[src/rtl/demux_lane_fifo.sv]
// Two-lane receive buffer behind the 1-to-2 demux; each lane feeds its own show-ahead FIFO, 1-cycle write-to-valid, no bypass.
// in_ready drops while the selected lane is full (a same-cycle pop does not free the slot); ovf_err latches a dropped word.

module lane_fifo #(
  parameter int DATA_W = 64,
  parameter int DEPTH  = 4,
  parameter int CNT_W  = $clog2(DEPTH) + 1
) (
  input  logic              clk,
  input  logic              rst,
  input  logic              wr_vld,
  input  logic [DATA_W-1:0] wr_dat,
  output logic              full,
  output logic              rd_vld,
  output logic [DATA_W-1:0] rd_dat,
  input  logic              rd_rdy,
  output logic [CNT_W-1:0]  count
);
  localparam int AW = $clog2(DEPTH);

  logic [DATA_W-1:0] mem [DEPTH];
  logic [AW-1:0]     wr_ptr;
  logic [AW-1:0]     rd_ptr;
  logic [CNT_W-1:0]  cnt;
  logic              wr_fire;
  logic              rd_fire;

  // full comes only from the registered count, so a pop never unblocks a write in the same cycle
  assign full    = (cnt == CNT_W'(DEPTH));
  assign rd_vld  = (cnt != '0);
  assign rd_dat  = mem[rd_ptr];
  assign wr_fire = wr_vld & ~full;
  assign rd_fire = rd_vld & rd_rdy;
  assign count   = cnt;

  always_ff @(posedge clk) begin
    if (wr_fire) mem[wr_ptr] <= wr_dat;
  end

  always_ff @(posedge clk) begin
    if (rst) begin
      wr_ptr <= '0;
      rd_ptr <= '0;
      cnt    <= '0;
    end else begin
      if (wr_fire) wr_ptr <= wr_ptr + AW'(1);
      if (rd_fire) rd_ptr <= rd_ptr + AW'(1);
      if (wr_fire && !rd_fire)      cnt <= cnt + CNT_W'(1);
      else if (!wr_fire && rd_fire) cnt <= cnt - CNT_W'(1);
    end
  end
endmodule

module demux_lane_fifo #(
  parameter int DATA_W = 64,
  parameter int DEPTH  = 4,
  parameter int CNT_W  = $clog2(DEPTH) + 1
) (
  input  logic              clk,
  input  logic              rst,
  input  logic              in_valid,
  input  logic              in_sel,
  input  logic [DATA_W-1:0] y0,
  input  logic [DATA_W-1:0] y1,
  output logic              in_ready,
  output logic              out0_valid,
  output logic [DATA_W-1:0] out0_data,
  input  logic              out0_ready,
  output logic              out1_valid,
  output logic [DATA_W-1:0] out1_data,
  input  logic              out1_ready,
  output logic [CNT_W-1:0]  count0,
  output logic [CNT_W-1:0]  count1,
  output logic              ovf_err
);
  logic full0;
  logic full1;
  logic wr0_vld;
  logic wr1_vld;

  assign in_ready = in_sel ? ~full1 : ~full0;
  // the unselected lane's bus is ignored even if the demux leaves it non-zero
  assign wr0_vld  = in_valid & ~in_sel & ~full0;
  assign wr1_vld  = in_valid &  in_sel & ~full1;

  lane_fifo #(.DATA_W(DATA_W), .DEPTH(DEPTH), .CNT_W(CNT_W)) u_lane0 (
    .clk    (clk),
    .rst    (rst),
    .wr_vld (wr0_vld),
    .wr_dat (y0),
    .full   (full0),
    .rd_vld (out0_valid),
    .rd_dat (out0_data),
    .rd_rdy (out0_ready),
    .count  (count0)
  );

  lane_fifo #(.DATA_W(DATA_W), .DEPTH(DEPTH), .CNT_W(CNT_W)) u_lane1 (
    .clk    (clk),
    .rst    (rst),
    .wr_vld (wr1_vld),
    .wr_dat (y1),
    .full   (full1),
    .rd_vld (out1_valid),
    .rd_dat (out1_data),
    .rd_rdy (out1_ready),
    .count  (count1)
  );

  always_ff @(posedge clk) begin
    if (rst)                       ovf_err <= 1'b0;
    else if (in_valid && !in_ready) ovf_err <= 1'b1;
  end
endmodule

[config.mk]
export PLATFORM = sky130hd
export DESIGN_NAME = demux_lane_fifo
export DESIGN_NICKNAME = d
export VERILOG_FILES = /design/src/rtl/demux_lane_fifo.sv
export SDC_FILE = /design/constraint.sdc
export NUM_CORES = 1
export LEC_CHECK = 0
export BUFFER_PORTS_ARGS = -buffer_cell sky130_fd_sc_hd__buf_4
export CAP_MARGIN = 40
export CORE_MARGIN = 1
export CORE_UTILIZATION = 43
export CTS_BUF_LIST = sky130_fd_sc_hd__clkbuf_2 sky130_fd_sc_hd__clkbuf_4 sky130_fd_sc_hd__clkbuf_8
export CTS_CLUSTER_DIAMETER = 100
export DETAILED_ROUTE_END_ITERATION = 8
export PLACE_DENSITY_LB_ADDON = 0.08
export SYNTH_ARGS = -nofsm -noshare
export SYNTH_HDL_FRONTEND = slang
export SYNTH_SLANG_ARGS = --single-unit
[constraint.sdc]
create_clock -name clk -period 3.05 [get_ports clk]
set_input_delay 0.1525 -clock clk [delete_from_list [all_inputs] [get_ports clk]]
set_output_delay 0.1525 -clock clk [all_outputs]
set_load 0.02 [all_outputs]
### Yosys cells after proc, flatten, opt, wreduce, memory -nomap -nowiden

Memories as Yosys holds them, arrays and structs flattened. A register that Yosys moved wholly into a read port is not among the register bits.
Cells that the tools add are included.

* add/sub/neg operators: 8
* multiply operators: 0
* div/mod/pow operators: 0
* magnitude comparators: 0
* eq/ne operators: 2
* shift operators: 0
* multiplexer cells: 13
* bitwise operators: 11
* reduce and logical (&&, ||, !) cells: 14

Operators with widths (number)
* 3-bit 2-to-1 mux: 4
* 2-bit by 1-bit adder with 2-bit output (second input constant): 4
* 1-bit bitwise AND: 8
* 2-bit 2-to-1 mux: 4
* 3-bit by 1-bit adder with 3-bit output (second input constant): 2
* 3-bit equality test (second input constant): 2
* 3-bit nonzero test: 2
* 3-bit by 1-bit subtractor with 3-bit output (second input constant): 2
* 1-bit logical AND: 5
* 1-bit logical NOT: 5
* 1-bit 2-to-1 mux: 5
* 2-bit nonzero test: 2
* 1-bit inverter: 3

* bits in registers: 15
* bits in latches: 0
* RAM bits: 512
* memory bits (read-only): 0
* input bits: 134
* memories kept: 2

Memory list
* u_lane0.mem: words 4, bits a word 64, read ports 1, clocked after Yosys merged registers in 1, wr ports 1, RTL line 21 `logic [DATA_W-1:0] mem [DEPTH];`
* u_lane1.mem: words 4, bits a word 64, read ports 1, clocked after Yosys merged registers in 1, wr ports 1, RTL line 21

### Longest topological paths before layout

* depth after elaboration: 8
* depth in mapped cells: 8
* depth with buffers taken out: 8

### Modules after synthesis

A second synthesis with hierarchy kept.

* cell total of the unflattened synthesis: 771
* area, all modules: 19622.6 sq um

By module, submodules not included
* lane_fifo: instances 2, cells an instance 382, area an instance 9779.4 sq um
* demux_lane_fifo: instances 1, cells an instance 7, area an instance 63.8 sq um

### Worst setup path after synthesis

OpenSTA, ideal clock, no wires.

* path type: register to register
* start point: register u_lane0.cnt[0] (netlist: u_lane0.count[0])
* end point: memory u_lane0.mem[0][0] (enable)
* data arrival time: 2.493 ns
* path slack: 0.128 ns
* stages on the path, launching flop included: 4
* buffers on the path: 0
* cells stage by stage: dfxtp_1 > nor2_1 > a21oi_4 > and2_1

* longest elaborated chain between the ends: 6

RTL lines
* from (decl): RTL line 24 `logic [CNT_W-1:0] cnt;`
* from (signal assigned): RTL line 48 `if (wr_fire && !rd_fire) cnt <= cnt + CNT_W'(1);`
* from (signal assigned): RTL line 49 `else if (!wr_fire && rd_fire) cnt <= cnt - CNT_W'(1);`
* 3-bit equality test (*): RTL line 29 `assign full = (cnt == CNT_W'(DEPTH));`
* 1-bit inverter (*): RTL line 32, 83
* 1-bit bitwise AND: RTL line 83 `assign wr0_vld = in_valid & ~in_sel & ~full0;`
* 1-bit bitwise AND (*): RTL line 32 `assign wr_fire = wr_vld & ~full;`
* named net u_lane0.wr_fire: RTL line 25 `logic wr_fire;`
* 1-bit 2-to-1 mux (*): RTL line 37 `if (wr_fire) mem[wr_ptr] <= wr_dat;`
* 1-bit 2-to-1 mux (implied by the code) (*): RTL line 37
* to (decl): RTL line 21

Mark *: on every way through the listed nets, which the timed path passes. The rest lies on a longest branch.

==> out/metrics.csv <==
metric;value;unit
run_status;complete, no violations;
internal_power;0.0142;W
worstPathMaxFanout;32;
synthTopCellsByArea;edfxtp_1 (78%), mux4_2 (14%), dfxtp_1 (1.9%);
ys_ff_latch;531;
max_freq;383;MHz
cp.depth;3;
ff2ff_path_depth;8;
wl_per_cell;20.4;µm
cts_resized;0;
skew;0.0183;ns
fin_setup_tns;0;ns
synthArstFlopShare;0;%
yosysTopAreaCell;edfxtp_1;
grt_overflow_total;0;
antenna_found_initial;2;
post-route-util;57.0;%
cts_max_level;3;
nNetsFinal;1406;
die_x;216;µm
grt_usage;17.4;%
synth_fa_ha_area_share;0.842;%
wl;39.2;mm
r2r-start;u_lane0.count[0];
first_global_vias;10500;
hold_class;input port to flop;
vias;9435;
holdPathStages;2;
drtIter0Drc;507;
yosys.cell_types.count;29;
relSlewSlack;56.2;%
yosysTopAreaCellShare;78.3;%
pwr-share-comb;26.1;%
detail-route-antenna-nets;0;
synth_commonest_cells;edfxtp_1 (512), mux4_2 (120), dfxtp_1 (19);
path_buf_inv;2;
port_buffers;271;
synthMuxAreaShare;15.2;%
worstPathArrival;2.46;ns
yosysWarningCount;0;
period_share;85.6;%
drive_above_1_share;42.8;%
synth_fp_nets;916;
reg2reg_to;u_lane0.count[2];
swShare;28.1;%
endpoint_kind;primary output;
avgSynthCellArea;25.5;µm²
cellPowerDensity;774;nW/µm²
core_region_area;44600;µm²
start_util;44.0;%
required;2.90;ns
yosysMostFrequentCell;edfxtp_1;
worst_slew_pin_slew;0.657;ns
dpl.hpwl;23.5;mm
min_period;2.61;ns
sequentialPowerShare;44.4;%
final_max_slew_viol_count;0;
place.gp.congestion;0.695;
syn_to_final_growth;29.6;%
crit_chain;buf_4 > mux4_2 > buf_4;
grt_max_degree;65;
power.share.clock;29.5;%
rsz0062_at_grt;false;
row_count;77;
clock-sinks;531;
crit_slowest_cell;dfxtp_4;
clk_latency;0.64;ns
root_buffer;clkbuf_8;
yosysSeqAreaShare;80.3;%
finalSetupViolCount;0;
synthXorXnorAreaFrac;0.357;%
grt_pass1_wl;60.5;mm
die_area;46500;µm²
clk_path_buf_depth;3;
ys_dominant_reg_cell;edfxtp_1;
synth_top_family_by_area;multiplexers;
fillCellCount;3414;
vdd_drop_max;0.478;mV
synth_area;19600;µm²
synth_edf_count;512;
p_switching;0.00554;W
clk_pin_slew;0.06;ns
routed_via_density;4.91;
crit_family;flip-flops;
slowest_delay;0.77;ns
synthCells;770;
criticalPathCategory;flop to primary output;
numCtsBuffers;87;
die_h;216;µm
r2r_slack;0.79;ns
worst_setup_path_start_kind;flop;
crit_top_cell;buf_4;
dr.pass1.iters;6;
synthSimpleGateAreaFrac;0.944;%
synth_compound_area_share;0.548;%
final-hold-violation-count;0;
num_io_pins;272;
route.detailed.drc;0;
maxCapViolCount;0;
p_leak;8.71;nW
endpoint;out0_data[5];
cts_tree;yes;
-- how the worst min path moves through the flow --
stage | from | endpoint | slack, ns
2_1_floorplan | y0[0] | u_lane0.mem[0][0] | 0.25
3_3_place_gp | y1[4] | u_lane1.mem[3][4] | 0.35
3_5_place_dp | y1[4] | u_lane1.mem[0][4] | 0.36
4_1_cts | y1[15] | u_lane1.mem[3][15] | 0.18
5_1_grt | y1[24] | u_lane1.mem[0][24] | 0.19
6_report | y0[9] | u_lane0.mem[2][9] | 0.26
-- flip-flops by register name, indices dropped and copies added (netlist names), named ones only --
signal and count:
u_lane0.wr_ptr 2, u_lane1.wr_ptr 2, u_lane0.rd_ptr 2, u_lane1.mem 256, u_lane1.count 3, u_lane0.count 3
ovf_err 1, u_lane0.mem 256, u_lane1.rd_ptr 2
-- layout make-up --
| class | instances | area [µm²] | area share [%] |
|---|---|---|---|
| diodes | 1 | 2.50 | 0.00984 |
| clock buffers | 122 | 1490 | 5.86 |
| clock inverters | 37 | 163 | 0.639 |
| inverters | 7 | 26.3 | 0.103 |
| multi-input cells | 202 | 3510 | 13.8 |
| flip-flops and latches | 531 | 15800 | 62.0 |
| well taps | 592 | 741 | 2.91 |
| repair buffers | 431 | 3740 | 14.7 |
-- layout by cell type, fill, tap and decap left out, drive strengths merged, types with 6 or more instances in the layout --
master	count
inv	8
and2	8
clkbuf	122
mux4	128
nand2b	6
nor2	16
dfxtp	19
xor2	8
clkinv	35
buf	296
dlygate4sd3	135
ha	10
edfxtp	512
-- repair_timing --
item                      CTS  global route
hold endpoints to repair  531             0
hold buffers              135             0
setup buffers               0             0
-- per-stage QoR --
step | cells | power (W) | setup slack [ns] | hold slack [ns] | cell area, µm²
after floorplan | 770 | 0.0122 | 0.128 | 0.251 | 19600
after global placement | 1628 | 0.0140 | 0.839 | 0.355 | 22400
after detailed placement | 1628 | 0.0140 | 0.782 | 0.355 | 22400
after CTS | 1922 | 0.0201 | 0.298 | 0.177 | 25400
after global routing | 1923 | 0.0206 | 0.236 | 0.192 | 25400
final | 1923 | 0.0197 | 0.439 | 0.256 | 25400
-- power groups by stage --
stage | clock, W | sequential [W] | combinational [W]
final | 0.00581 | 0.00874 | 0.00514
after global routing | 0.00631 | 0.00881 | 0.00548
after CTS | 0.00603 | 0.00877 | 0.00527
after detailed placement | 0 | 0.00892 | 0.00510
after global placement | 0 | 0.00891 | 0.00511
after floorplan | 0 | 0.00870 | 0.00350
-- cell families (layout without fill, tap and decap cells) --
| group | Yosys count | after routing |
|---|---|---|
| multiplexers | 134 | 134 |
| adder cells (fa/ha/maj) | 12 | 12 |
| XOR/XNOR | 8 | 8 |
| buffers and inverters | 37 | 597 |
| flip-flops | 531 | 531 |
| AO/OA/AOI/OAI | 12 | 12 |
| AND/OR/NAND/NOR | 36 | 36 |
| other | 0 | 1 |
-- per-layer routing --
metal  routed length, µm  vias to the layer above  track usage [%]
met5                  17                        -                0
met4                 728                        2             6.08
met3                2660                       72             5.99
met2               19600                      252             28.5
met1               16200                     4828             21.4
li1                    -                     4281                -
Power figures use the tool's default switching activity.
